File: config.mk
export PLATFORM = sky130hd
export DESIGN_NAME = timer_entry_ctrl_flat
export DESIGN_NICKNAME = d
export VERILOG_FILES = /design/src/rtl/timer_entry_ctrl_if.sv /design/src/rtl/timer_entry_ctrl.sv /design/src/flat_wrapper.sv
export SDC_FILE = /design/constraint.sdc
export NUM_CORES = 1
export LEC_CHECK = 0
export ABC_AREA = 1
export CAP_MARGIN = 10
export CELL_PAD_IN_SITES_DETAIL_PLACEMENT = 2
export CELL_PAD_IN_SITES_GLOBAL_PLACEMENT = 2
export CORE_MARGIN = 4
export CORE_UTILIZATION = 26
export CTS_CLUSTER_DIAMETER = 30
export DETAILED_ROUTE_END_ITERATION = 8
export PLACE_DENSITY = 0.78
export SYNTH_ARGS = -nofsm -noshare
export SYNTH_HDL_FRONTEND = slang
export SYNTH_SLANG_ARGS = --single-unit
File: constraint.sdc
create_clock -name clock -period 1.39 [get_ports clock]
set_clock_uncertainty 0.1 [all_clocks]
set_input_delay 0.417 -clock clock [delete_from_list [all_inputs] [get_ports clock]]
set_output_delay 0.417 -clock clock [all_outputs]
set_load 0.01 [all_outputs]
File: src/rtl/timer_entry_ctrl_if.sv
// Keypad, counter-chain and status signals of the microwave timer entry controller.
// Latency: none; this file holds wiring only.
// Backpressure: none; every signal is a strobe or a level.
// master: the controller itself (takes keypad/timer_zero, drives digits and controls).
// slave : the surroundings (keypad drives strobes, counter chain reports timer_zero).
interface timer_entry_ctrl_if;
  logic       key_valid;   // one-cycle keypad strobe
  logic [3:0] key_digit;   // pressed digit, legal 0-9
  logic       start;       // one-cycle start/pause/resume strobe
  logic       cancel;      // one-cycle abort strobe
  logic       timer_zero;  // AND of the counter chain's zero outputs
  logic [3:0] min_ones;    // setpoint minutes digit
  logic [3:0] sec_tens;    // setpoint seconds-tens digit
  logic [3:0] sec_ones;    // setpoint seconds-ones digit
  logic       loadn;       // active-low load to the counter chain
  logic       enable;      // count enable to the counter chain
  logic       running;     // high while counting down
  logic       done;        // beeper
  logic       key_error;   // one-cycle pulse on a rejected event

  modport master (
    input  key_valid, key_digit, start, cancel, timer_zero,
    output min_ones, sec_tens, sec_ones, loadn, enable, running, done, key_error
  );

  modport slave (
    output key_valid, key_digit, start, cancel, timer_zero,
    input  min_ones, sec_tens, sec_ones, loadn, enable, running, done, key_error
  );
endinterface

File: src/rtl/timer_entry_ctrl.sv
// Keypad M:SS time entry plus load/run/pause/done control of a down-counter chain.
// Latency: one cycle from a sampled strobe to the updated digits/state; outputs registered.
// Backpressure: none; strobes are acted on or dropped in the cycle they arrive.
// Ports: clock, clear (async active-high reset), bus (timer_entry_ctrl_if.master):
//   keypad strobes and timer_zero in; setpoint digits, loadn, enable, running, done,
//   key_error out.
module timer_entry_ctrl #(
  parameter int BEEP_CYCLES = 4
) (
  input  logic               clock,
  input  logic               clear,
  timer_entry_ctrl_if.master bus
);

  // Beep counter runs 0..BEEP_CYCLES-1 while in DONE.
  localparam int BW = (BEEP_CYCLES < 2) ? 1 : $clog2(BEEP_CYCLES);
  localparam logic [BW-1:0] BEEP_LAST = BW'(BEEP_CYCLES - 1);

  typedef enum logic [2:0] {
    S_ENTRY,
    S_LOAD,
    S_RUN,
    S_PAUSE,
    S_DONE
  } state_t;

  state_t        state_q, state_d;
  logic [3:0]    min_q, min_d;
  logic [3:0]    tens_q, tens_d;
  logic [3:0]    ones_q, ones_d;
  logic [1:0]    cnt_q, cnt_d;
  logic [BW-1:0] beep_q, beep_d;
  logic          err_q, err_d;
  logic          wipe;
  logic          key_ok;
  logic          setpoint_zero;

  // A press is legal only while a further shift keeps seconds-tens at 0-5.
  assign key_ok        = (bus.key_digit <= 4'd9) && (cnt_q < 2'd3) && (ones_q <= 4'd5);
  assign setpoint_zero = (min_q == 4'd0) && (tens_q == 4'd0) && (ones_q == 4'd0);

  always_ff @(posedge clock or posedge clear) begin
    if (clear) begin
      state_q <= S_ENTRY;
      min_q   <= '0;
      tens_q  <= '0;
      ones_q  <= '0;
      cnt_q   <= '0;
      beep_q  <= '0;
      err_q   <= 1'b0;
    end else begin
      state_q <= state_d;
      min_q   <= min_d;
      tens_q  <= tens_d;
      ones_q  <= ones_d;
      cnt_q   <= cnt_d;
      beep_q  <= beep_d;
      err_q   <= err_d;
    end
  end

  always_comb begin
    state_d = state_q;
    min_d   = min_q;
    tens_d  = tens_q;
    ones_d  = ones_q;
    cnt_d   = cnt_q;
    beep_d  = beep_q;
    err_d   = 1'b0;
    wipe    = 1'b0;

    // Within each state the if-chain order encodes cancel > start > key_valid.
    case (state_q)
      S_ENTRY: begin
        if (bus.cancel) begin
          wipe = 1'b1;
        end else if (bus.start) begin
          if (setpoint_zero) err_d = 1'b1;
          else               state_d = S_LOAD;
        end else if (bus.key_valid) begin
          if (key_ok) begin
            min_d  = tens_q;
            tens_d = ones_q;
            ones_d = bus.key_digit;
            cnt_d  = cnt_q + 2'd1;
          end else begin
            err_d = 1'b1;
          end
        end
      end
      S_LOAD: state_d = S_RUN;
      S_RUN: begin
        // Completion outranks cancel so a finished cook always beeps.
        if (bus.timer_zero) begin
          state_d = S_DONE;
          beep_d  = '0;
        end else if (bus.cancel) begin
          state_d = S_ENTRY;
          wipe    = 1'b1;
        end else if (bus.start) begin
          state_d = S_PAUSE;
        end
      end
      S_PAUSE: begin
        if (bus.cancel) begin
          state_d = S_ENTRY;
          wipe    = 1'b1;
        end else if (bus.start) begin
          state_d = S_RUN;
        end
      end
      S_DONE: begin
        if (bus.cancel || (beep_q == BEEP_LAST)) begin
          state_d = S_ENTRY;
          wipe    = 1'b1;
        end else begin
          beep_d = beep_q + 1'b1;
        end
      end
      default: begin
        state_d = S_ENTRY;
        wipe    = 1'b1;
      end
    endcase

    if (wipe) begin
      min_d  = '0;
      tens_d = '0;
      ones_d = '0;
      cnt_d  = '0;
    end
  end

  assign bus.min_ones  = min_q;
  assign bus.sec_tens  = tens_q;
  assign bus.sec_ones  = ones_q;
  assign bus.loadn     = (state_q != S_LOAD);
  assign bus.enable    = (state_q == S_RUN);
  assign bus.running   = (state_q == S_RUN);
  assign bus.done      = (state_q == S_DONE);
  assign bus.key_error = err_q;

endmodule

File: src/flat_wrapper.sv
// flat-port wrapper written by rule: the top's interface ports become plain ports
module timer_entry_ctrl_flat 
#(
  parameter int BEEP_CYCLES = 4
)
  (clock, clear, bus_key_valid, bus_key_digit, bus_start, bus_cancel, bus_timer_zero, bus_min_ones, bus_sec_tens, bus_sec_ones, bus_loadn, bus_enable, bus_running, bus_done, bus_key_error);
  timer_entry_ctrl_if bus_i ();
  input  logic clock;
  input  logic clear;
  input wire logic [$bits(bus_i.key_valid)-1:0] bus_key_valid;
  input wire logic [$bits(bus_i.key_digit)-1:0] bus_key_digit;
  input wire logic [$bits(bus_i.start)-1:0] bus_start;
  input wire logic [$bits(bus_i.cancel)-1:0] bus_cancel;
  input wire logic [$bits(bus_i.timer_zero)-1:0] bus_timer_zero;
  output wire logic [$bits(bus_i.min_ones)-1:0] bus_min_ones;
  output wire logic [$bits(bus_i.sec_tens)-1:0] bus_sec_tens;
  output wire logic [$bits(bus_i.sec_ones)-1:0] bus_sec_ones;
  output wire logic [$bits(bus_i.loadn)-1:0] bus_loadn;
  output wire logic [$bits(bus_i.enable)-1:0] bus_enable;
  output wire logic [$bits(bus_i.running)-1:0] bus_running;
  output wire logic [$bits(bus_i.done)-1:0] bus_done;
  output wire logic [$bits(bus_i.key_error)-1:0] bus_key_error;
  assign bus_i.key_valid = bus_key_valid;
  assign bus_i.key_digit = bus_key_digit;
  assign bus_i.start = bus_start;
  assign bus_i.cancel = bus_cancel;
  assign bus_i.timer_zero = bus_timer_zero;
  assign bus_min_ones = bus_i.min_ones;
  assign bus_sec_tens = bus_i.sec_tens;
  assign bus_sec_ones = bus_i.sec_ones;
  assign bus_loadn = bus_i.loadn;
  assign bus_enable = bus_i.enable;
  assign bus_running = bus_i.running;
  assign bus_done = bus_i.done;
  assign bus_key_error = bus_i.key_error;
  timer_entry_ctrl #(.BEEP_CYCLES(BEEP_CYCLES)) u_core (.clock(clock), .clear(clear), .bus(bus_i));
endmodule
==> qor.yml, run 1 <==
endpoint_kind: "register"
fin_tns_setup_ns: -6.608
swShare_pct: 42.63
synth-seq-cells: 20
remaining_drc_errors: 0
yosysSeqAreaShare_pct: 43.57
rsz0062_at_grt: "true"
drt-total-wl_um: 5999
ir_drop_uv: 898.8
antenna_found_initial: 0
fillCellCount: 431
core-area_mm2: 0.004144
nets: 225
critPathMaxStageDelay_ns: 0.42
post-dp-hpwl_um: 2813
avgSynthCellArea_um2: 8.572
ant_nets: 0
grt_pass1_wl_um: 7845
grt-ovfl-total: 0
first_pass_iters: 4
clkSinkCount: 20
max_freq_mhz: 560.6
syn-num-nets: 146
synth_simple_gate_area_share_pct: 39.65
fin_crit_sh_pct: 128.3
routedWlPerCell_um: 22.90
maxSlewHeadroom_pct: 82.07
cts-root-buf: "clkbuf_8"
yosys.area_share.adder_pct: 2.179
synth-xor-area-share_pct: 0
timing.final.hold_violations: 0
crit_slowest_cell: "dfrtp_1"
p_leak_nw: 1.108
comb_power_share_pct: 63.4
ys_warn_count: 0
io_pins: 27
critPathRequiredTime_ns: 1.51
area.growth.synth_to_final_pct: 83.01
initial_core_util_pct: 27.72
fin_crit_ns: 1.784
drive_above_1_share_pct: 60.38
synthMuxAreaShare_pct: 0
dieArea_mm2: 0.005545
failed_checks: "setup timing"
crit_path_start_kind: "register"
port_buffers: 26
cp_top_family: "simple AND/OR/NAND/NOR gates"
cts_buffers: 3
worstSetupPathType: "register to register"
design_area_mm2: 0.002102
gp_congestion: 0.7458
timing.hold.ws_ns: 0.3632
synth-compound-area-share_pct: 4.248
final_max_slew_viol_count: 0
die_h_um: 74.47
clk_pin_slew_worst_paths_ns: 0.09
setup_viol: 25
num_vias: 1321
first_global_vias: 1564
fp.dieW_um: 74.47
crit_chain: "buf_6 -> buf_6 -> nor2_4 -> nand2_4 -> nor2_4 -> nand3_4 -> inv_8 -> nand3_1 -> nand2_1"
p_clk_share_pct: 13.9
cts_tree: "yes"
power.internal_mw: 2.020
max_cap_viol_count: 0
cts.path.max_buffers: 2
insertion_delay_ns: 0.28
holdBufCountCts: 0
layout.core_utilization_pct: 50.72
worstMarginPinSlew_ns: 0.2671
synth_top_family_by_area: "simple AND/OR/NAND/NOR gates"
power_density_mw_per_mm2: 1675
drtIter0Drc: 28
placedInstanceArea_mm2: 0.001663
grt_use_total_pct: 18.82
rows: 23
power_mw: 3.521
layout_setup_ws_ns: -0.3938
p_seq_share_pct: 22.6
power_switching_mw: 1.501
crit_fanout: 7
cp.arrival_ns: 1.90
diodes: 0
synth_cells: 134
vias_per_cell: 5.042
worst-path-buf-inv: 3
grt_max_degree: 28
hp-class: "input pin to asynchronous set/reset pin"
syn_area_mm2: 0.001149
cts_max_level: 1
synth_cell_types: 25
outcome: "finished with violations"
cells in the final DEF (no fill, tap or decap), types with 2 or more instances in the layout:
master / instances
buf_2: 12
nand2_1: 23
clkbuf_16: 2
nor2_4: 9
nand2_2: 7
buf_4: 33
nand3_1: 12
nor2_1: 5
clkbuf_8: 4
clkdlybuf4s50_1: 8
o21ai_2: 2
dfrtp_1: 20
nand3_2: 15
inv_1: 8
nand2_4: 3
o21ai_0: 2
nor2_2: 3
nand3_4: 5
inv_2: 5
buf_6: 18
buf_12: 2
flip-flops by register name, summed over array words and instances, names as in the netlist:
signal,count
u_core.bus.key_error,1
u_core.state_q,3
u_core.bus.min_ones,4
u_core.beep_q,2
u_core.bus.sec_tens,4
u_core.cnt_q,2
u_core.bus.sec_ones,4
logic make-up after synthesis:
| kind of cell | count (synthesis) |
|---|---|
| AOI/OAI and AO/OA | 8 |
| DFF | 20 |
| buffers and inverters | 19 |
| adders and majority gates | 2 |
| and+or+nand+nor | 85 |
worst min-delay path: stages:
cell	delay, ns
clkdlybuf4s50_1	0.40
inv_1	0.10
buf_12	0.18
through the flow:
step / cells / setup slack [ns]
floorplan: 134 / -0.01803
detailed placement: 235 / -0.5862
global placement: 235 / -0.5392
CTS: 251 / -0.3024
global route: 262 / -0.4840
finish: 262 / -0.3938
synthesized netlist by cell type (all sizes together):
cell type  number  share of area [%]
dfrtp          20                 44
and3            1               0.65
nor3            1               0.44
ha              2                2.2
nand4           1               0.55
nand2          33                 11
o21ai           5                2.5
o21a            1               0.65
and2            1               0.55
a21boi          1               0.65
nand3          31                 19
clkinv          1               0.76
buf             5                5.3
inv            13                4.2
a21oi           1               0.44
nor2           17                7.1
cell type report:
class	count	area, um^2	share of cell area [%]
sequential	20	500.5	23.81
timing repair buffer	77	698.2	33.21
timing repair inverter	1	6.256	0.2976
multi-input combinational	96	719.4	34.23
clock buffer	4	55.05	2.619
inverter	14	60.06	2.857
tap	50	62.56	2.976
layer usage:
metal	GRT usage, %	up-vias	part of all wire [%]
li1	-	595	-
met1	22.70	679	40
met2	32.98	35	55
met3	2.973	12	2.4
met4	8.103	0	2.7
met5	0	-	0
power by group through the flow:
stage / clock [mW] / sequential [mW] / combinational, mW
after CTS: 0.490 / 0.786 / 1.62
after detailed placement: 0 / 0.795 / 1.33
final: 0.490 / 0.797 / 2.23
after global routing: 0.523 / 0.813 / 2.37
after global placement: 0 / 0.785 / 1.24
after floorplan: 0 / 0.810 / 0.710
final timing paths:
path | startpoint | endpoint | slack [ns] | cells after the start
worst min register to register | u_core.beep_q[1]$_DFFE_PP0P_ | u_core.beep_q[1]$_DFFE_PP0P_ | 0.43 | 2
min in group clock | u_core.beep_q[1]$_DFFE_PP0P_ | u_core.beep_q[1]$_DFFE_PP0P_ | 0.43 | 2
max in group asynchronous | clear | u_core.state_q[0]$_DFFE_PP0P_ | 0.68 | 3
worst min-delay path | clear | u_core.bus.sec_ones[1]$_DFFE_PP0P_ | 0.36 | 3
worst max register to register | u_core.state_q[1]$_DFFE_PP0P_ | u_core.bus.min_ones[0]$_DFFE_PP0P_ | -0.39 | 9
worst max-delay path | u_core.state_q[1]$_DFFE_PP0P_ | u_core.bus.min_ones[0]$_DFFE_PP0P_ | -0.39 | 9
repair_timing:
action,in CTS,in global routing
pin swaps,14,19
cloned,1,4
gates resized for setup,100,33
hold endpoints to repair,0,0
buffers inserted,11,7
endpoints found under the setup margin,35,25
No activity file was read; power rests on OpenSTA's default activity.
==> inputs of run 2 (changes only) <==
--- a/config.mk
+++ b/config.mk
@@ -13,6 +13,7 @@
 export CORE_UTILIZATION = 26
 export CTS_CLUSTER_DIAMETER = 30
 export DETAILED_ROUTE_END_ITERATION = 8
+export GPL_TIMING_DRIVEN = 0
 export PLACE_DENSITY = 0.78
 export SYNTH_ARGS = -nofsm -noshare
 export SYNTH_HDL_FRONTEND = slang
==> qor.yml, run 2 (same netlist as run 1, synthesis figures left out) <==
crit_fanout: 6
cts_max_level: 1
setup_viol: 22
drive_above_1_share_pct: 52.00
layout_setup_ws_ns: -0.3674
first_global_vias: 1399
holdBufCountCts: 0
clk_pin_slew_worst_paths_ns: 0.08
wl_met2_um: 2671
nets: 213
max_cap_viol_count: 0
cts_buffers: 3
final_max_slew_viol_count: 0
rsz0062_at_grt: "true"
path_depth: 9
dr.max_layer_used: "met4"
routedWlPerCell_um: 19.39
die_h_um: 74.47
worstRegToRegCells: 9
rows: 23
crit_path_start_kind: "register"
route.met3.wl_um: 159
worstHoldPathCells: 2
crit_chain: "ha_2 -> nor2_1 -> nand2_1 -> nor2_2 -> nand3_4 -> clkinv_4 -> clkbuf_16 -> nand3_2 -> nand2_1"
drtIter0Drc: 30
max_freq_mhz: 569.0
grt-ovfl-total: 0
vias_per_cell: 4.832
hp-class: "register to register"
clkSinkCount: 20
crit_slowest_cell: "dfrtp_1"
endpoint_kind: "register"
num_vias: 1208
area.growth.synth_to_final_pct: 65.90
timing.final.hold_violations: 0
first_pass_iters: 4
final_common_cell: "buf_4"
power_density_mw_per_mm2: 1599
cp_common_cell: "nand2_1"
failed_checks: "setup timing"
critPathRequiredTime_ns: 1.49
design_area_mm2: 0.001906
drt-met1-wl_um: 1996
worst-path-buf-inv: 2
cp_top_family: "simple AND/OR/NAND/NOR gates"
fin_crit_sh_pct: 126.4
core-area_mm2: 0.004144
antenna_found_initial: 0
initial_core_util_pct: 27.72
insertion_delay_ns: 0.26
post-dp-hpwl_um: 2586
layout.core_utilization_pct: 45.98
fin_crit_ns: 1.757
ir_drop_uv: 619.5
remaining_drc_errors: 0
maxSlewHeadroom_pct: 67.67
cp.arrival_ns: 1.86
p_leak_nw: 0.9868
fp.dieW_um: 74.47
grt_max_degree: 21
cts_tree: "yes"
cts-root-buf: "clkbuf_8"
dieArea_mm2: 0.005545
worstMarginPinSlew_ns: 0.4839
gp_congestion: 0.7594
placedInstanceArea_mm2: 0.001474
io_pins: 27
critPathMaxStageDelay_ns: 0.41
most-common-layout-cells: "buf_4, nand2_1, dfrtp_1"
pre_cts_ws_ns: -0.6637
diodes: 0
worstSetupPathType: "register to register"
grt_pass1_wl_um: 6893
drt-total-wl_um: 4847
fillCellCount: 452
port_buffers: 26
outcome: "finished with violations"
ant_nets: 0
cts.path.max_buffers: 2
grt_use_total_pct: 16.53
-- run 2: cell count changes in the layout (fill, tap and decap cells not counted), moves of 4 or more --
cell     change
buf_4        -4
nand2_2      -4
nor2_4       -5
nand2_1      +5
buf_6        -8
nor2_1       +5
-- run 2: path summary, 6_finish.rpt --
kind                                                           end                    startpoint  slack, ns
worst min register to register        u_core.beep_q[1]$_DFFE_PP0P_  u_core.beep_q[1]$_DFFE_PP0P_       0.40
min in group asynchronous       u_core.bus.sec_ones[3]$_DFFE_PP0P_                         clear       0.42
worst max-delay path                   u_core.cnt_q[0]$_DFFE_PP0P_   u_core.cnt_q[0]$_DFFE_PP0P_      -0.37
worst min-delay path                  u_core.beep_q[1]$_DFFE_PP0P_  u_core.beep_q[1]$_DFFE_PP0P_       0.40
worst max register to register         u_core.cnt_q[0]$_DFFE_PP0P_   u_core.cnt_q[0]$_DFFE_PP0P_      -0.37
max in group asynchronous       u_core.bus.sec_ones[2]$_DFFE_PP0P_                         clear       0.46
-- run 2: per-stage QoR --
stage / power (mW) / instances / hold WS (ns) / TNS (ns)
floorplan: 1.520 / 134 / 0.2808 / -0.1570
global placement: 1.870 / 210 / 0.3592 / -16.07
detailed placement: 1.935 / 210 / 0.3875 / -18.03
CTS: 2.770 / 241 / 0.4020 / -5.287
global route: 3.239 / 250 / 0.4225 / -7.727
finish: 3.047 / 250 / 0.4028 / -6.486
-- run 2: power breakdown --
part | internal, mW | leakage [nW] | switching [mW]
logic | 0.821 | 0.687 | 0.952
clock network | 0.253 | 0.0288 | 0.215
registers | 0.700 | 0.271 | 0.105
-- run 2: timing repair --
item / 4_1_cts / 5_1_grt
gates cloned: 0 / 2
endpoints found under the setup margin: 36 / 45
resized for setup: 87 / 21
pin swaps: 4 / 7
setup buffers: 27 / 7
-- run 2: area by class of cell --
cell class              count  area [um^2]  area share (%)
clock buffers               4        55.05           2.889
flip-flops and latches     20        503.0           26.40
well taps                  50        62.56           3.283
multi-input cells          95        634.4           33.29
repair buffers             62        516.7           27.12
inverters                  14        61.31           3.217
plain buffers               5        72.57           3.808
-- run 2: worst reg2reg max path, cell delays in order (launching register included) --
cell and delay (ns):
dfrtp_1 0.41, ha_2 0.19, nor2_1 0.13, nand2_1 0.12, nor2_2 0.17, nand3_4 0.16, clkinv_4 0.13, clkbuf_16 0.15
nand3_2 0.06, nand2_1 0.07
-- run 2: per-layer routing --
| metal | track usage (%) | vias to the layer above |
|---|---|---|
| met5 | 0 | - |
| met4 | 3.360 | 0 |
| met3 | 2.973 | 2 |
| met2 | 31.80 | 27 |
| met1 | 18.87 | 612 |
| li1 | - | 567 |
